**config.mk**
```make
export PLATFORM = sky130hd
export DESIGN_NAME = q_mul_pipe
export DESIGN_NICKNAME = d
export VERILOG_FILES = /design/src/rtl/q_mul_pipe.sv
export SDC_FILE = /design/constraint.sdc
export NUM_CORES = 2
export LEC_CHECK = 0
export ABC_AREA = 1
export BUFFER_PORTS_ARGS = -buffer_cell sky130_fd_sc_hd__buf_4
export CAP_MARGIN = 20
export CORE_MARGIN = 3
export CORE_UTILIZATION = 40
export DETAILED_ROUTE_END_ITERATION = 16
export GPL_ROUTABILITY_DRIVEN = 0
export GPL_TIMING_DRIVEN = 1
export PLACE_DENSITY = 0.58
export SYNTH_ARGS = -nofsm -noshare
export SYNTH_HDL_FRONTEND = slang
export SYNTH_SLANG_ARGS = --single-unit
export TNS_END_PERCENT = 1
```
**constraint.sdc**
```tcl
create_clock -name CLK -period 8.5 [get_ports CLK]
set_input_delay 1.275 -clock CLK [delete_from_list [all_inputs] [get_ports CLK]]
set_output_delay 1.275 -clock CLK [all_outputs]
set_load 0.005 [all_outputs]
```
**src/rtl/q_mul_pipe.sv**
```systemverilog
// Four-stage pipelined quantised multiplier: C = clamp(round((a*b*G_AB + a*G_A + b*G_B + OFFSET) >>> SHIFT))
// with a single valid/ready stall domain and running MIN/MAX output statistics.
// Optional saturation counter output SAT_CNT is enabled by defining Q_MUL_PIPE_SAT_CNT_EN.
module q_mul_pipe #(
  parameter int DW  = 8,
  parameter int GW  = 32,
  parameter int SHW = 6
) (
  input  logic                 CLK,
  input  logic                 RESET_X,
  input  logic                 IN_VALID,
  output logic                 IN_READY,
  input  logic [DW-1:0]        A_IN,
  input  logic [DW-1:0]        B_IN,
  output logic                 OUT_VALID,
  input  logic                 OUT_READY,
  output logic [DW-1:0]        C_OUT,
  input  logic signed [GW-1:0] G_AB,
  input  logic signed [GW-1:0] G_A,
  input  logic signed [GW-1:0] G_B,
  input  logic signed [GW-1:0] OFFSET,
  input  logic [SHW-1:0]       SHIFT,
  input  logic                 STAT_CLR,
  output logic [DW-1:0]        MIN,
  output logic [DW-1:0]        MAX
`ifdef Q_MUL_PIPE_SAT_CNT_EN
  ,
  output logic [15:0]          SAT_CNT
`endif
);

  // Wide enough that the sum of the three products, offset and rounding term never overflows.
  localparam int ACCW = 2*DW + GW + 3;
  typedef logic signed [ACCW-1:0] acc_t;

  logic            v1_q, v1_d, v2_q, v2_d, v3_q, v3_d, out_valid_q, out_valid_d;
  logic [DW-1:0]   a1_q, a1_d, b1_q, b1_d, a2_q, a2_d, b2_q, b2_d;
  logic [2*DW-1:0] p2_q, p2_d;
  acc_t            m0_q, m0_d, m1_q, m1_d, m2_q, m2_d;
  logic [DW-1:0]   c_q, c_d, min_q, min_d, max_q, max_d;
`ifdef Q_MUL_PIPE_SAT_CNT_EN
  logic            sat_q, sat_d;
  logic [15:0]     sat_cnt_q, sat_cnt_d;
`endif

  logic adv, xfer, lo, hi;
  acc_t rnd, acc, r;

  // NOTE: every variable gets its hold value first, so stalled stages keep their contents and no latch is inferred.
  always_comb begin
    adv         = !out_valid_q || OUT_READY;
    xfer        = out_valid_q && OUT_READY;
    v1_d        = v1_q;
    v2_d        = v2_q;
    v3_d        = v3_q;
    out_valid_d = out_valid_q;
    a1_d        = a1_q;
    b1_d        = b1_q;
    a2_d        = a2_q;
    b2_d        = b2_q;
    p2_d        = p2_q;
    m0_d        = m0_q;
    m1_d        = m1_q;
    m2_d        = m2_q;
    c_d         = c_q;
    min_d       = min_q;
    max_d       = max_q;
`ifdef Q_MUL_PIPE_SAT_CNT_EN
    sat_d       = sat_q;
    sat_cnt_d   = sat_cnt_q;
`endif

    // Final stage: round-half-up, arithmetic shift, clamp to the unsigned code range.
    rnd = (SHIFT != '0) ? (acc_t'(1) <<< (SHIFT - SHW'(1))) : '0;
    acc = m0_q + m1_q + m2_q + acc_t'(OFFSET) + rnd;
    r   = acc >>> SHIFT;
    lo  = r[ACCW-1];
    hi  = !lo && (|r[ACCW-2:DW]);

    if (adv) begin
      v1_d        = IN_VALID;
      a1_d        = A_IN;
      b1_d        = B_IN;
      v2_d        = v1_q;
      a2_d        = a1_q;
      b2_d        = b1_q;
      p2_d        = {{DW{1'b0}}, a1_q} * {{DW{1'b0}}, b1_q};
      v3_d        = v2_q;
      m0_d        = acc_t'($signed({1'b0, p2_q})) * acc_t'(G_AB);
      m1_d        = acc_t'($signed({1'b0, a2_q})) * acc_t'(G_A);
      m2_d        = acc_t'($signed({1'b0, b2_q})) * acc_t'(G_B);
      out_valid_d = v3_q;
      if (v3_q) begin
        c_d = lo ? '0 : (hi ? '1 : r[DW-1:0]);
`ifdef Q_MUL_PIPE_SAT_CNT_EN
        sat_d = lo || hi;
`endif
      end
    end

    // A clear that coincides with a transfer restarts the statistics from that result.
    if (STAT_CLR) begin
      min_d = xfer ? c_q : '1;
      max_d = xfer ? c_q : '0;
    end else if (xfer) begin
      if (c_q < min_q) min_d = c_q;
      if (c_q > max_q) max_d = c_q;
    end

`ifdef Q_MUL_PIPE_SAT_CNT_EN
    if (STAT_CLR)
      sat_cnt_d = (xfer && sat_q) ? 16'd1 : 16'd0;
    else if (xfer && sat_q && (sat_cnt_q != 16'hFFFF))
      sat_cnt_d = sat_cnt_q + 16'd1;
`endif
  end

  // NOTE: non-blocking assignments make every stage sample pre-edge values, so the pipeline shifts as one.
  always_ff @(posedge CLK or negedge RESET_X) begin
    if (!RESET_X) begin
      v1_q        <= 1'b0;
      v2_q        <= 1'b0;
      v3_q        <= 1'b0;
      out_valid_q <= 1'b0;
      a1_q        <= '0;
      b1_q        <= '0;
      a2_q        <= '0;
      b2_q        <= '0;
      p2_q        <= '0;
      m0_q        <= '0;
      m1_q        <= '0;
      m2_q        <= '0;
      c_q         <= '0;
      min_q       <= '1;
      max_q       <= '0;
`ifdef Q_MUL_PIPE_SAT_CNT_EN
      sat_q       <= 1'b0;
      sat_cnt_q   <= '0;
`endif
    end else begin
      v1_q        <= v1_d;
      v2_q        <= v2_d;
      v3_q        <= v3_d;
      out_valid_q <= out_valid_d;
      a1_q        <= a1_d;
      b1_q        <= b1_d;
      a2_q        <= a2_d;
      b2_q        <= b2_d;
      p2_q        <= p2_d;
      m0_q        <= m0_d;
      m1_q        <= m1_d;
      m2_q        <= m2_d;
      c_q         <= c_d;
      min_q       <= min_d;
      max_q       <= max_d;
`ifdef Q_MUL_PIPE_SAT_CNT_EN
      sat_q       <= sat_d;
      sat_cnt_q   <= sat_cnt_d;
`endif
    end
  end

  assign IN_READY  = adv;
  assign OUT_VALID = out_valid_q;
  assign C_OUT     = c_q;
  assign MIN       = min_q;
  assign MAX       = max_q;
`ifdef Q_MUL_PIPE_SAT_CNT_EN
  assign SAT_CNT   = sat_cnt_q;
`endif

endmodule

```
==> flow_metrics.tcl <==
set metrics [dict create \
    clock-sinks 207 \
    tightest_slew_ns 1.14 \
    whs_endpoint "a2_q[6]" \
    fp-row-count 139 \
    ys.warnings.count 0 \
    synth_area_per_cell_um2 7.16 \
    cts_buffer_depth 3 \
    grt_use_met1_pct 34.3 \
    hold_buffers 0 \
    coreArea_um2 144000 \
    ys.flop_type "dfrtp_1" \
    drc 0 \
    slew_viol_final 0 \
    crit_path_start_kind "flop" \
    fin_setup_tns_ns 0 \
    postRouteAntennaNets 0 \
    setup_slack_ns 1.35 \
    htree_num_levels 1 \
    final.setup_skew_ns 0.0266 \
    async_flop_share_pct 100 \
    synth_seq_cells 207 \
    vias_per_cell 4.92 \
    dp_hpwl_um 146000 \
    dieArea_um2 151000 \
    cp.buffers_inverters 6 \
    post-place-ws_ns 1.08 \
    critPathCaptureType "flop" \
    fmax_ghz 0.140 \
    crit_start "p2_q[2]" \
    layout-drive-gt1-share_pct 5.56 \
    initial_core_util_pct 40.5 \
    overflow 0 \
    whs_path_depth 2 \
    rsz0062_at_grt "false" \
    rrSetupSlack_ns 1.35 \
    critPathSlowestCell "dfrtp_1" \
    root_buffer "clkbuf_16" \
    worstPathRequired_ns 8.99 \
    nets 9666 \
    ys_types 55 \
    maxCapViolCount 0 \
    use_met2_pct 35.3 \
    min-delay-start "a2_q[6]" \
    grt_pass1_vias 49210 \
    die_x_um 388 \
    min_path_type "flop to flop" \
    cp_max_fo 23 \
    top_usage_layer "met2" \
    via_count 49122 \
    synth_edf_count 0 \
    slew_headroom_pct 24.2 \
    syn-num-nets 9773 \
    gr-usage-met3_pct 3.62 \
    clkTransAtPathRegs_ns 0.07 \
    n_fill_cell 14964 \
    area_delta_synth_final_pct 6.34 \
    cp.arrival_ns 7.65 \
    hold_viol_final 0 \
    grt_max_degree 87 \
    setup-violations-final 0 \
    cts_resized 0 \
    grt_first_pass_wirelength_um 276000 \
    post_cts_buffers 0 \
    tritoncts "yes" \
    dr.pass1.iters 6 \
    critical_path_class "flop to flop" \
    cts_buffers 24 \
    wl_um 172000 \
    r2r_cells 27 \
    reg2reg_to "m0_q[42]" \
    seq_area_frac_synth_pct 8.88 \
    antenna_found_initial 9 \
    io_buffers 180 \
    fp.dieH_um 388 \
    rr_startpoint "p2_q[2]" \
    slowest_delay_ns 1.08 \
    ios 181 \
    status "finished, final reports clean" \
    critPathTopFamily "adder cells" \
    synthCells 8166 \
    drt_iter0_markers 4042 \
    timing.hold.ws_ns 0.481 \
    period_share_pct 84.2 \
    insertion_delay_ns 0.61 \
    synth_area_um2 58400 \
    route.detailed.wl_per_inst_um 17.2 \
    globalRouteTotalUtil_pct 23.0 \
    period_minus_slack_ns 7.15 \
]
-- metrics by stage --
step / utilization (%) / instances / area, um^2
6_report: 43.0 / 9983 / 62100
2_1_floorplan: - / 8166 / 58400
4_1_cts: 43.0 / 9976 / 62100
3_5_place_dp: 42.4 / 9933 / 61200
5_1_grt: 43.0 / 9980 / 62100
3_3_place_gp: 42.4 / 9933 / 61200
-- worst max path at each step --
stage / to / cells after the start
2_1_floorplan: m0_q[42] / 29
5_1_grt: m0_q[49] / 26
6_report: m0_q[42] / 27
3_5_place_dp: m0_q[49] / 27
4_1_cts: m0_q[49] / 26
3_3_place_gp: m0_q[49] / 27
-- tightest hold or removal path: cells and delay by family, from the launching register on --
| family | cells | cell delay, ns |
|---|---|---|
| DFF | 1 | 0.34 |
| and+or+nand+nor | 2 | 0.10 |
-- cells by family after synthesis --
family / synth area share [%]
fa+ha+maj: 44.8
buf+inv: 17.7
simple gates: 21.8
mux: 0.0343
flops: 8.88
compound gates: 5.66
xor+xnor: 1.12
-- layer usage --
metal / part of all wire [%] / up-vias
met5: 0.024 / -
met4: 2.5 / 6
met3: 7.6 / 197
met2: 44 / 1580
met1: 46 / 23956
li1: - / 23383
-- layout by cell type (no fill, tap or decap), types with 29 or more instances in the layout --
master and instances:
nand4_1 37, nand3_1 450, o21ai_0 253, inv_2 33
a31oi_1 29, inv_1 2316, nor3_1 36, fa_1 1069
nand2_1 2225, xnor2_1 45, dfrtp_1 197, buf_4 234
a21oi_1 220, nor2_1 222, xor2_1 30, ha_1 383
or2_2 74
-- synth_stat cells, types with 10 or more instances --
master	count	area, um^2
clkbuf_2	55	275
inv_1	2317	8700
nand2_1	2225	8350
nor2_2	13	81.3
a31oi_1	29	181
inv_2	33	124
o21ai_0	253	1270
clkbuf_1	279	1050
nand2_2	11	68.8
ha_1	383	4790
dfrtp_1	199	4980
o211ai_1	21	158
nor2_1	223	837
buf_1	20	75.1
o21a_1	10	75.1
nand3_1	450	2250
fa_1	1069	21400
or2_2	74	463
nand4_1	37	231
xnor2_1	45	394
xor2_1	30	263
o22ai_1	14	87.6
buf_2	19	95.1
a21oi_1	220	1100
nor3_1	36	180
-- final cells by class --
class / count / area, um^2 / share of cell area, %
clock inverter: 15 / 269 / 0.433
multi-input combinational: 5233 / 42900 / 69.1
timing repair buffer: 240 / 1890 / 3.04
tap: 1903 / 2380 / 3.83
clock buffer: 28 / 636 / 1.02
antenna: 4 / 10.0 / 0.0161
inverter: 2353 / 8840 / 14.2
sequential: 207 / 5190 / 8.36
-- state kept, by name, summed over array words and instances, names as in the netlist --
| name | count |
|---|---|
| m0_q | 49 |
| m1_q | 41 |
| m2_q | 41 |
| p2_q | 16 |
| C_OUT | 8 |
| MAX | 8 |
| MIN | 8 |
| a1_q | 8 |
| a2_q | 8 |
| b1_q | 8 |
| b2_q | 8 |
| OUT_VALID | 1 |
| v1_q | 1 |
| v2_q | 1 |
| v3_q | 1 |
Power is left out: the tool's default activity adds up to more than one toggle a clock period on the data nets, which glitch-free logic cannot reach.
